==> config.mk <==
export PLATFORM = sky130hd
export DESIGN_NAME = if_id_stage
export DESIGN_NICKNAME = d
export VERILOG_FILES = /design/src/rtl/if_id_stage_pkg.sv /design/src/rtl/fetch_addr_check.sv /design/src/rtl/if_id_stage.sv
export SDC_FILE = /design/constraint.sdc
export NUM_CORES = 1
export LEC_CHECK = 0
export ABC_AREA = 1
export CORE_MARGIN = 2
export CORE_UTILIZATION = 40
export CTS_CLUSTER_SIZE = 14
export DETAILED_ROUTE_END_ITERATION = 12
export PLACE_DENSITY = 0.91
export SYNTH_ARGS = -nofsm -noshare
export SYNTH_HDL_FRONTEND = slang
export SYNTH_SLANG_ARGS = --single-unit
==> constraint.sdc <==
create_clock -name clk -period 1.3 [get_ports clk]
set_clock_uncertainty 0.15 [all_clocks]
set_input_delay 0.195 -clock clk [delete_from_list [all_inputs] [get_ports clk]]
set_output_delay 0.195 -clock clk [all_outputs]
set_load 0.01 [all_outputs]
==> src/rtl/if_id_stage_pkg.sv <==
// Shared constants for the fetch/decode boundary, CP0 and next-PC logic:
// text-segment limits, exception handler entry point and exception codes.
package if_id_stage_pkg;

    localparam logic [31:0] TEXT_BASE  = 32'h0000_3000;
    localparam logic [31:0] TEXT_END   = 32'h0000_6FFC;
    localparam logic [31:0] HANDLER_PC = 32'h0000_4180;

    typedef enum logic [4:0] {
        EXC_NONE = 5'd0,
        EXC_ADEL = 5'd4
    } exccode_e;

    typedef struct packed {
        logic [31:0] pc;
        logic [31:0] instr;
        logic        bd;
        exccode_e    exccode;
        logic        valid;
    } if_id_t;

    // A bubble keeps the PC and delay-slot flag so CP0 can still form EPC from it.
    function automatic if_id_t make_bubble(input logic [31:0] pc, input logic bd);
        if_id_t b;
        b.pc      = pc;
        b.instr   = '0;
        b.bd      = bd;
        b.exccode = EXC_NONE;
        b.valid   = 1'b0;
        return b;
    endfunction

endpackage

==> src/rtl/fetch_addr_check.sv <==
// Combinational address-error check: misalignment or address outside [LO, HI].
// Reused by the memory stage with its own range and access size.
module fetch_addr_check
    import if_id_stage_pkg::*;
#(
    parameter logic [31:0]  LO    = TEXT_BASE,
    parameter logic [31:0]  HI    = TEXT_END,
    parameter int unsigned  ALIGN = 4
) (
    input  logic [31:0] addr,
    output logic        adel
);

    localparam logic [31:0] ALIGN_MASK = 32'(ALIGN - 1);

    logic misaligned;
    logic below;
    logic above;

    assign misaligned = (addr & ALIGN_MASK) != '0;
    assign below      = addr < LO;
    assign above      = addr > HI;
    assign adel       = misaligned | below | above;

endmodule

==> src/rtl/if_id_stage.sv <==
// IF/ID pipeline register: captures PC/instruction/delay-slot flag, tags AdEL,
// and supports stall, flush and redirect bubbles. Optional IF_ID_PERF_EN adds counters.
module if_id_stage
    import if_id_stage_pkg::*;
(
    input  logic        clk,
    input  logic        reset,
    input  logic        en,
    input  logic        flush,
    input  logic        req,
    input  logic [31:0] f_pc,
    input  logic [31:0] f_instr,
    input  logic        f_bd,
    output logic [31:0] d_pc,
    output logic [31:0] d_instr,
    output logic        d_bd,
    output logic [4:0]  d_exccode,
    output logic        d_valid
`ifdef IF_ID_PERF_EN
    ,
    output logic [31:0] stall_cnt,
    output logic [31:0] bubble_cnt
`endif
);

    if_id_t cur;
    if_id_t nxt;
    logic   adel;

    fetch_addr_check #(
        .LO    (TEXT_BASE),
        .HI    (TEXT_END),
        .ALIGN (4)
    ) u_fetch_addr_check (
        .addr (f_pc),
        .adel (adel)
    );

    // Priority below reset: req, flush, stall, load.
    always_comb begin
        nxt = cur;
        if (req) begin
            nxt = make_bubble(HANDLER_PC, 1'b0);
        end else if (flush) begin
            nxt = make_bubble(f_pc, f_bd);
        end else if (en) begin
            nxt.pc      = f_pc;
            nxt.bd      = f_bd;
            nxt.valid   = 1'b1;
            nxt.exccode = adel ? EXC_ADEL : EXC_NONE;
            nxt.instr   = adel ? '0 : f_instr;
        end
    end

    always_ff @(posedge clk) begin
        if (!reset) begin
            cur <= make_bubble(TEXT_BASE, 1'b0);
        end else begin
            cur <= nxt;
        end
    end

    assign d_pc      = cur.pc;
    assign d_instr   = cur.instr;
    assign d_bd      = cur.bd;
    assign d_exccode = cur.exccode;
    assign d_valid   = cur.valid;

`ifdef IF_ID_PERF_EN
    logic stalling;
    logic bubbling;

    assign bubbling = req | flush;
    assign stalling = !en && !bubbling;

    always_ff @(posedge clk) begin
        if (!reset) begin
            stall_cnt  <= '0;
            bubble_cnt <= '0;
        end else begin
            if (stalling && (stall_cnt != '1)) begin
                stall_cnt <= stall_cnt + 32'd1;
            end
            if (bubbling && (bubble_cnt != '1)) begin
                bubble_cnt <= bubble_cnt + 32'd1;
            end
        end
    end
`endif

endmodule

==> results of run 1 <==
[path summary, 6_finish.rpt]
kind | from | end | slack [ns] | cells after the start
hold reg to reg | d_pc[13]$_SDFFE_PN1P_ | d_pc[13]$_SDFFE_PN1P_ | 0.31 | 2
setup reg to reg | d_pc[18]$_SDFFE_PP0P_ | d_pc[18]$_SDFFE_PP0P_ | 0.40 | 2
hold / removal | f_pc[18] | d_pc[18]$_SDFFE_PP0P_ | 0.05 | 3
setup / recovery | f_pc[17] | d_instr[13]$_SDFFE_PP0P_ | -0.007 | 9
[state kept, by name, indices dropped and copies added (netlist names)]
name and flops:
d_bd 1, d_valid 1, d_instr 32, d_pc 32, d_exccode 1
[cell type report]
type / instances / area [sq um]
Inverter: 21 / 80.1
Fill cell: 529 / 1900
Timing Repair Buffer: 195 / 1860
Multi-Input combinational cell: 214 / 1320
Clock buffer: 15 / 176
Sequential cell: 67 / 1340
Clock inverter: 1 / 30.0
Tap cell: 96 / 120
[synth_stat cells]
library cell   n  area, sq um
a211oi_1       1         7.51
a21oi_1       19         95.1
a21oi_2       29          254
buf_12         3         60.1
buf_2         10         50.1
buf_4          5         37.5
clkbuf_1       6         22.5
clkbuf_4       2         15.0
clkinv_1       1         3.75
conb_1         1         3.75
dfxtp_1       67         1340
inv_1         17         63.8
inv_2          3         11.3
nand2_1       46          173
nand2_2        1         6.26
nand2_4        1         11.3
nand3_1        6         30.0
nand3_2       29          290
nor2_1        36          135
nor2_2         4         25.0
nor2_4         1         11.3
nor2_8         1         20.0
nor3_1         7         35.0
o21ai_0       22          110
o21ai_1        7         35.0
[worst max-delay path: stages]
cell and delay [ns]:
dlygate4sd2_1 0.25, inv_2 0.07, nand2_2 0.06, nor2_4 0.11, nand2_4 0.08, nor2_8 0.18
bufbuf_16 0.29, nand3_2 0.06, a21oi_2 0.11
[power breakdown]
| part | switching, W | internal, W |
|---|---|---|
| logic | 0.000309 | 0.000373 |
| clock network | 0.000746 | 0.00105 |
| registers | 0.0000320 | 0.00211 |
| total | 0.00109 | 0.00353 |
[cell families after synthesis]
group / synth area share
compound gates: 0.176
other cells: 0.00132
simple gates: 0.259
buf+inv: 0.0927
flops: 0.471
[stage by stage]
step	power (W)	std cells	hold WS, ns
detailed placement	0.00280	553	0.297
finish	0.00462	609	0.0508
CTS	0.00461	605	0.0735
global placement	0.00279	553	0.294
floorplan	0.00239	328	0.130
global route	0.00479	609	0.0691
[repair_timing]
item                       4_1_cts  5_1_grt
resized for setup              145       90
setup buffers                   30        3
setup endpoints to repair      130       93
cloned                           6        1
pin swaps                        7        7
[layer usage]
metal	wire length (microns)	track usage	share of wire	up-vias
met4	174	0.0978	0.018	0
met1	3920	0.277	0.41	1391
met2	4930	0.427	0.52	111
li1	-	-	-	1431
met5	0	0	0	-
met3	490	0.0382	0.052	15
==> results.ini, run 1 <==
[run_status]
status = complete, but fails checks
violations = setup timing

[sta]
finalCritPeriodShare = 1.01
rsz0062_at_grt = yes
setup_viol = 2
period_needed_ns = 1.31
layout_setup_ws_ns = -0.00676
slew_violations = 0
fmax_mhz = 765
setup_tns_ns = -0.0121
timing.final.hold_violations = 0

[global_route]
antenna_found_initial = 0
grt_max_degree = 48
first_global_vias = 3002
grt_overflow = 0
grt_pass1_wl_mm = 14.0
grt.total_usage = 0.236

[clock_tree]
cts_hold_buf = 0
cts_tree = done
clockBufferDepth = 2
cts_sinks = 67
cts_max_level = 3
clkTransAtPathRegs_ns = 0.07
insertion_delay_ns = 0.33
cts_root_buf = clkbuf_8
cts_made_buffers = 9

[placed_design]
place_area_sq_um = 4370
gp_congestion = 0.799
hpwl_mm = 5.69
pre_cts_ws_ns = -0.539
port_buffers = 136

[worst_setup_path]
startpoint_type = input port
crit_arrival_ns = 1.42
crit_type = in2reg
cp-end-kind = flip-flop
worstPathRequired_ns = 1.41
cp_max_fo = 6

[floorplanning]
core-area_sq_um = 6830
dieArea_sq_um = 7810
die_h_microns = 88.4
start_util = 0.417
ios = 141
die_x_microns = 88.4
rows = 30

[drt]
wirelength_mm = 9.51
first_pass_iters = 5
drt_iter0_markers = 122
vias = 2948
wire_per_inst_microns = 15.6
vias_per_cell = 4.84
drc = 0
antenna_left = 0

[worst_hold_path]
min_path_type = in2reg

[synth]
netlist_area_sq_um = 2850
ys_seq_area_frac = 0.471
synthCells = 325
ys_ff_latch = 67
ys_types = 25
yosysWarnings = 0
synth.avg_cell_area_sq_um = 8.76

[cells_and_area]
layout_common_cells = 67 x dfxtp_1, 43 x clkdlybuf4s50_1, 42 x buf_4, 39 x nand2_1, 36 x clkdlybuf4s15_1
area_growth_pct = 73.3
finalCoreUtilization = 0.722
finalInstanceArea_sq_um = 4930
nets = 578
diodes = 0
final_common_cell = dfxtp_1
drive_gt1_frac = 0.390

[power_and_ir_drop]
power_density_nw_per_um2 = 936
p_leak_nw = 2.04
irDropWorstVdd_mv = 0.532

[job]
maxCapViolCount = 0

Note: power is estimated with default switching activity, not from simulation.
==> inputs of run 2 (changes only) <==
Settings changed: CORE_MARGIN 2 to unset.
==> results.ini, run 2 (same netlist as run 1, synthesis figures left out) <==
[clock_tree]
cts_max_level = 3  ; unchanged
cts_tree = done
cts_root_buf = clkbuf_8
cts_made_buffers = 9  ; unchanged
clockBufferDepth = 2  ; unchanged
insertion_delay_ns = 0.33  ; about the same
cts_sinks = 67  ; unchanged
clkTransAtPathRegs_ns = 0.07  ; about the same

[worst_setup_path]
timing.rr.start = d_pc[14]$_SDFFE_PN0P_
cp_slowest_cell = dfxtp_1
reg2reg_to = d_pc[14]$_SDFFE_PN0P_
startpoint_type = flip-flop
crit_type = reg2out
cpLargestDelayFamily = flip-flops
cp_cell_sequence = clkdlybuf4s15_1
reg2reg_depth = 2  ; unchanged
crit_arrival_ns = 0.94  ; -0.48 ns
worstPathRequired_ns = 0.95  ; -0.46 ns
critPathMaxStageDelay_ns = 0.36  ; +0.07 ns
r2r_slack_ns = 0.46  ; +0.06 ns
cp-end-kind = output pin
cp_max_fo = 2  ; -4
path_buf_inv = 1  ; -2

[sta]
slew_violations = 0  ; unchanged
whs_ns = 0.00642  ; -0.0444 ns
finalCritPeriodShare = 0.987  ; -0.0186
setup_viol = 0  ; -2
fmax_mhz = 780  ; +1.9%
timing.final.hold_violations = 0  ; unchanged
period_needed_ns = 1.28  ; -0.0242 ns

[floorplanning]
ios = 141  ; unchanged
die_h_microns = 86.4  ; -2.3%
start_util = 0.417  ; unchanged
die_x_microns = 86.4  ; -2.3%
core-area_sq_um = 6830  ; unchanged
rows = 30  ; unchanged
dieArea_sq_um = 7460  ; -4.5%

[placed_design]
place_area_sq_um = 4430  ; +1.4%
port_buffers = 136  ; unchanged
dp.cells = 556  ; +0.54%
hpwl_mm = 5.98  ; +5.0%
gp_congestion = 0.770  ; -3.6%

[drt]
wirelength_mm = 9.23  ; -3.0%
wire_per_inst_microns = 15.2  ; -2.9%
first_pass_iters = 4  ; -1
vias = 2947  ; -0.034%
vias_per_cell = 4.85  ; +0.13%
antenna_left = 0  ; unchanged
drc = 0  ; unchanged
drt_iter0_markers = 117  ; -4.1%

[cells_and_area]
area_growth_pct = 73.9
diodes = 0  ; unchanged
layout_common_cells = 67 x dfxtp_1, 44 x clkdlybuf4s50_1, 41 x nand2_1, 38 x buf_4, 36 x clkdlybuf4s15_1
finalInstanceArea_sq_um = 4950  ; +0.33%
final_common_cell = dfxtp_1
nets = 577  ; -0.17%
drive_gt1_frac = 0.391  ; +0.000761
final-instance-count-excl-fill = 608  ; -0.16%

[power_and_ir_drop]
p_leak_nw = 2.04  ; +0.20%
power_density_nw_per_um2 = 997  ; +6.5%
total_power_w = 0.00493  ; +6.9%
irDropWorstVdd_mv = 0.548  ; +3.1%

[global_route]
first_global_vias = 2884  ; -3.9%
grt_max_degree = 48  ; unchanged
grt_pass1_wl_mm = 14.2  ; +1.6%
grt.total_usage = 0.248  ; +0.0116
grt_overflow = 0  ; unchanged
antenna_found_initial = 0  ; unchanged

[worst_hold_path]
min_path_type = in2reg
hp-start = f_pc[13]
whs_path_depth = 3  ; unchanged
hold_end = d_pc[13]$_SDFFE_PN1P_

[run_status]
status = complete, no violations

[job]
maxCapViolCount = 0  ; unchanged

-- run 2: cell count changes in the layout (fill, tap and decap cells not counted), moves of 3 or more --
cell / delta
nor2_2: +3
buf_12: +4
inv_2: -3
buf_4: -4
inv_1: +3
dlygate4sd2_1: -3
nor2_4: -3
-- run 2: per-layer routing --
| metal | vias to the layer above | share of wire | track usage |
|---|---|---|---|
| met3 | 17 | 0.050 | 0.0448 |
| li1 | 1425 | - | - |
| met1 | 1391 | 0.40 | 0.291 |
| met2 | 114 | 0.53 | 0.446 |
| met4 | 0 | 0.020 | 0.0970 |
| met5 | - | 0 | 0 |
-- run 2: worst max path at each step --
stage | from | to | slack (ns) | depth (start not counted)
5_1_grt | f_pc[1] | d_instr[20]$_SDFFE_PP0P_ | -0.02 | 10
2_1_floorplan | req | d_instr[10]$_SDFFE_PP0P_ | 0.05 | 7
3_3_place_gp | en | d_instr[2]$_SDFFE_PP0P_ | -0.44 | 8
6_report | d_pc[12]$_SDFFE_PN1P_ | d_pc[12] | 0.02 | 1
3_5_place_dp | f_pc[15] | d_instr[2]$_SDFFE_PP0P_ | -0.50 | 9
4_1_cts | d_pc[18]$_SDFFE_PP0P_ | d_pc[18] | 0.0004 | 1
-- run 2: layout make-up --
class                           count  area (sq um)
Clock buffer                       11           141
Multi-Input combinational cell    214          1310
Tap cell                           96           120
Inverter                           21          80.1
Clock inverter                      5           100
Sequential cell                    67          1340
Fill cell                         533          1880
Timing Repair Buffer              194          1860
-- run 2: timing repair --
action,4_1_cts,5_1_grt
resized for setup,147,87
setup endpoints to repair,126,88
buffers inserted,27,3
pin swaps,7,14
gates cloned,5,1
hold buffers,0,1
hold endpoints to repair,0,2
-- run 2: report_power, final --
part	internal [W]	total (W)	switching, W	leakage, nW
registers	0.00211	0.00214	0.0000303	0.546
clock network	0.00132	0.00212	0.000800	0.123
logic	0.000376	0.000673	0.000297	1.37
-- run 2: stage by stage --
step | util | TNS, ns | setup WS (ns)
2_1_floorplan | - | 0 | 0.0531
3_3_place_gp | 0.648 | -25.57 | -0.444
3_5_place_dp | 0.648 | -27.87 | -0.501
4_1_cts | 0.731 | 0 | 0.000420
5_1_grt | 0.725 | -0.0266 | -0.0158
6_report | 0.725 | 0 | 0.0175
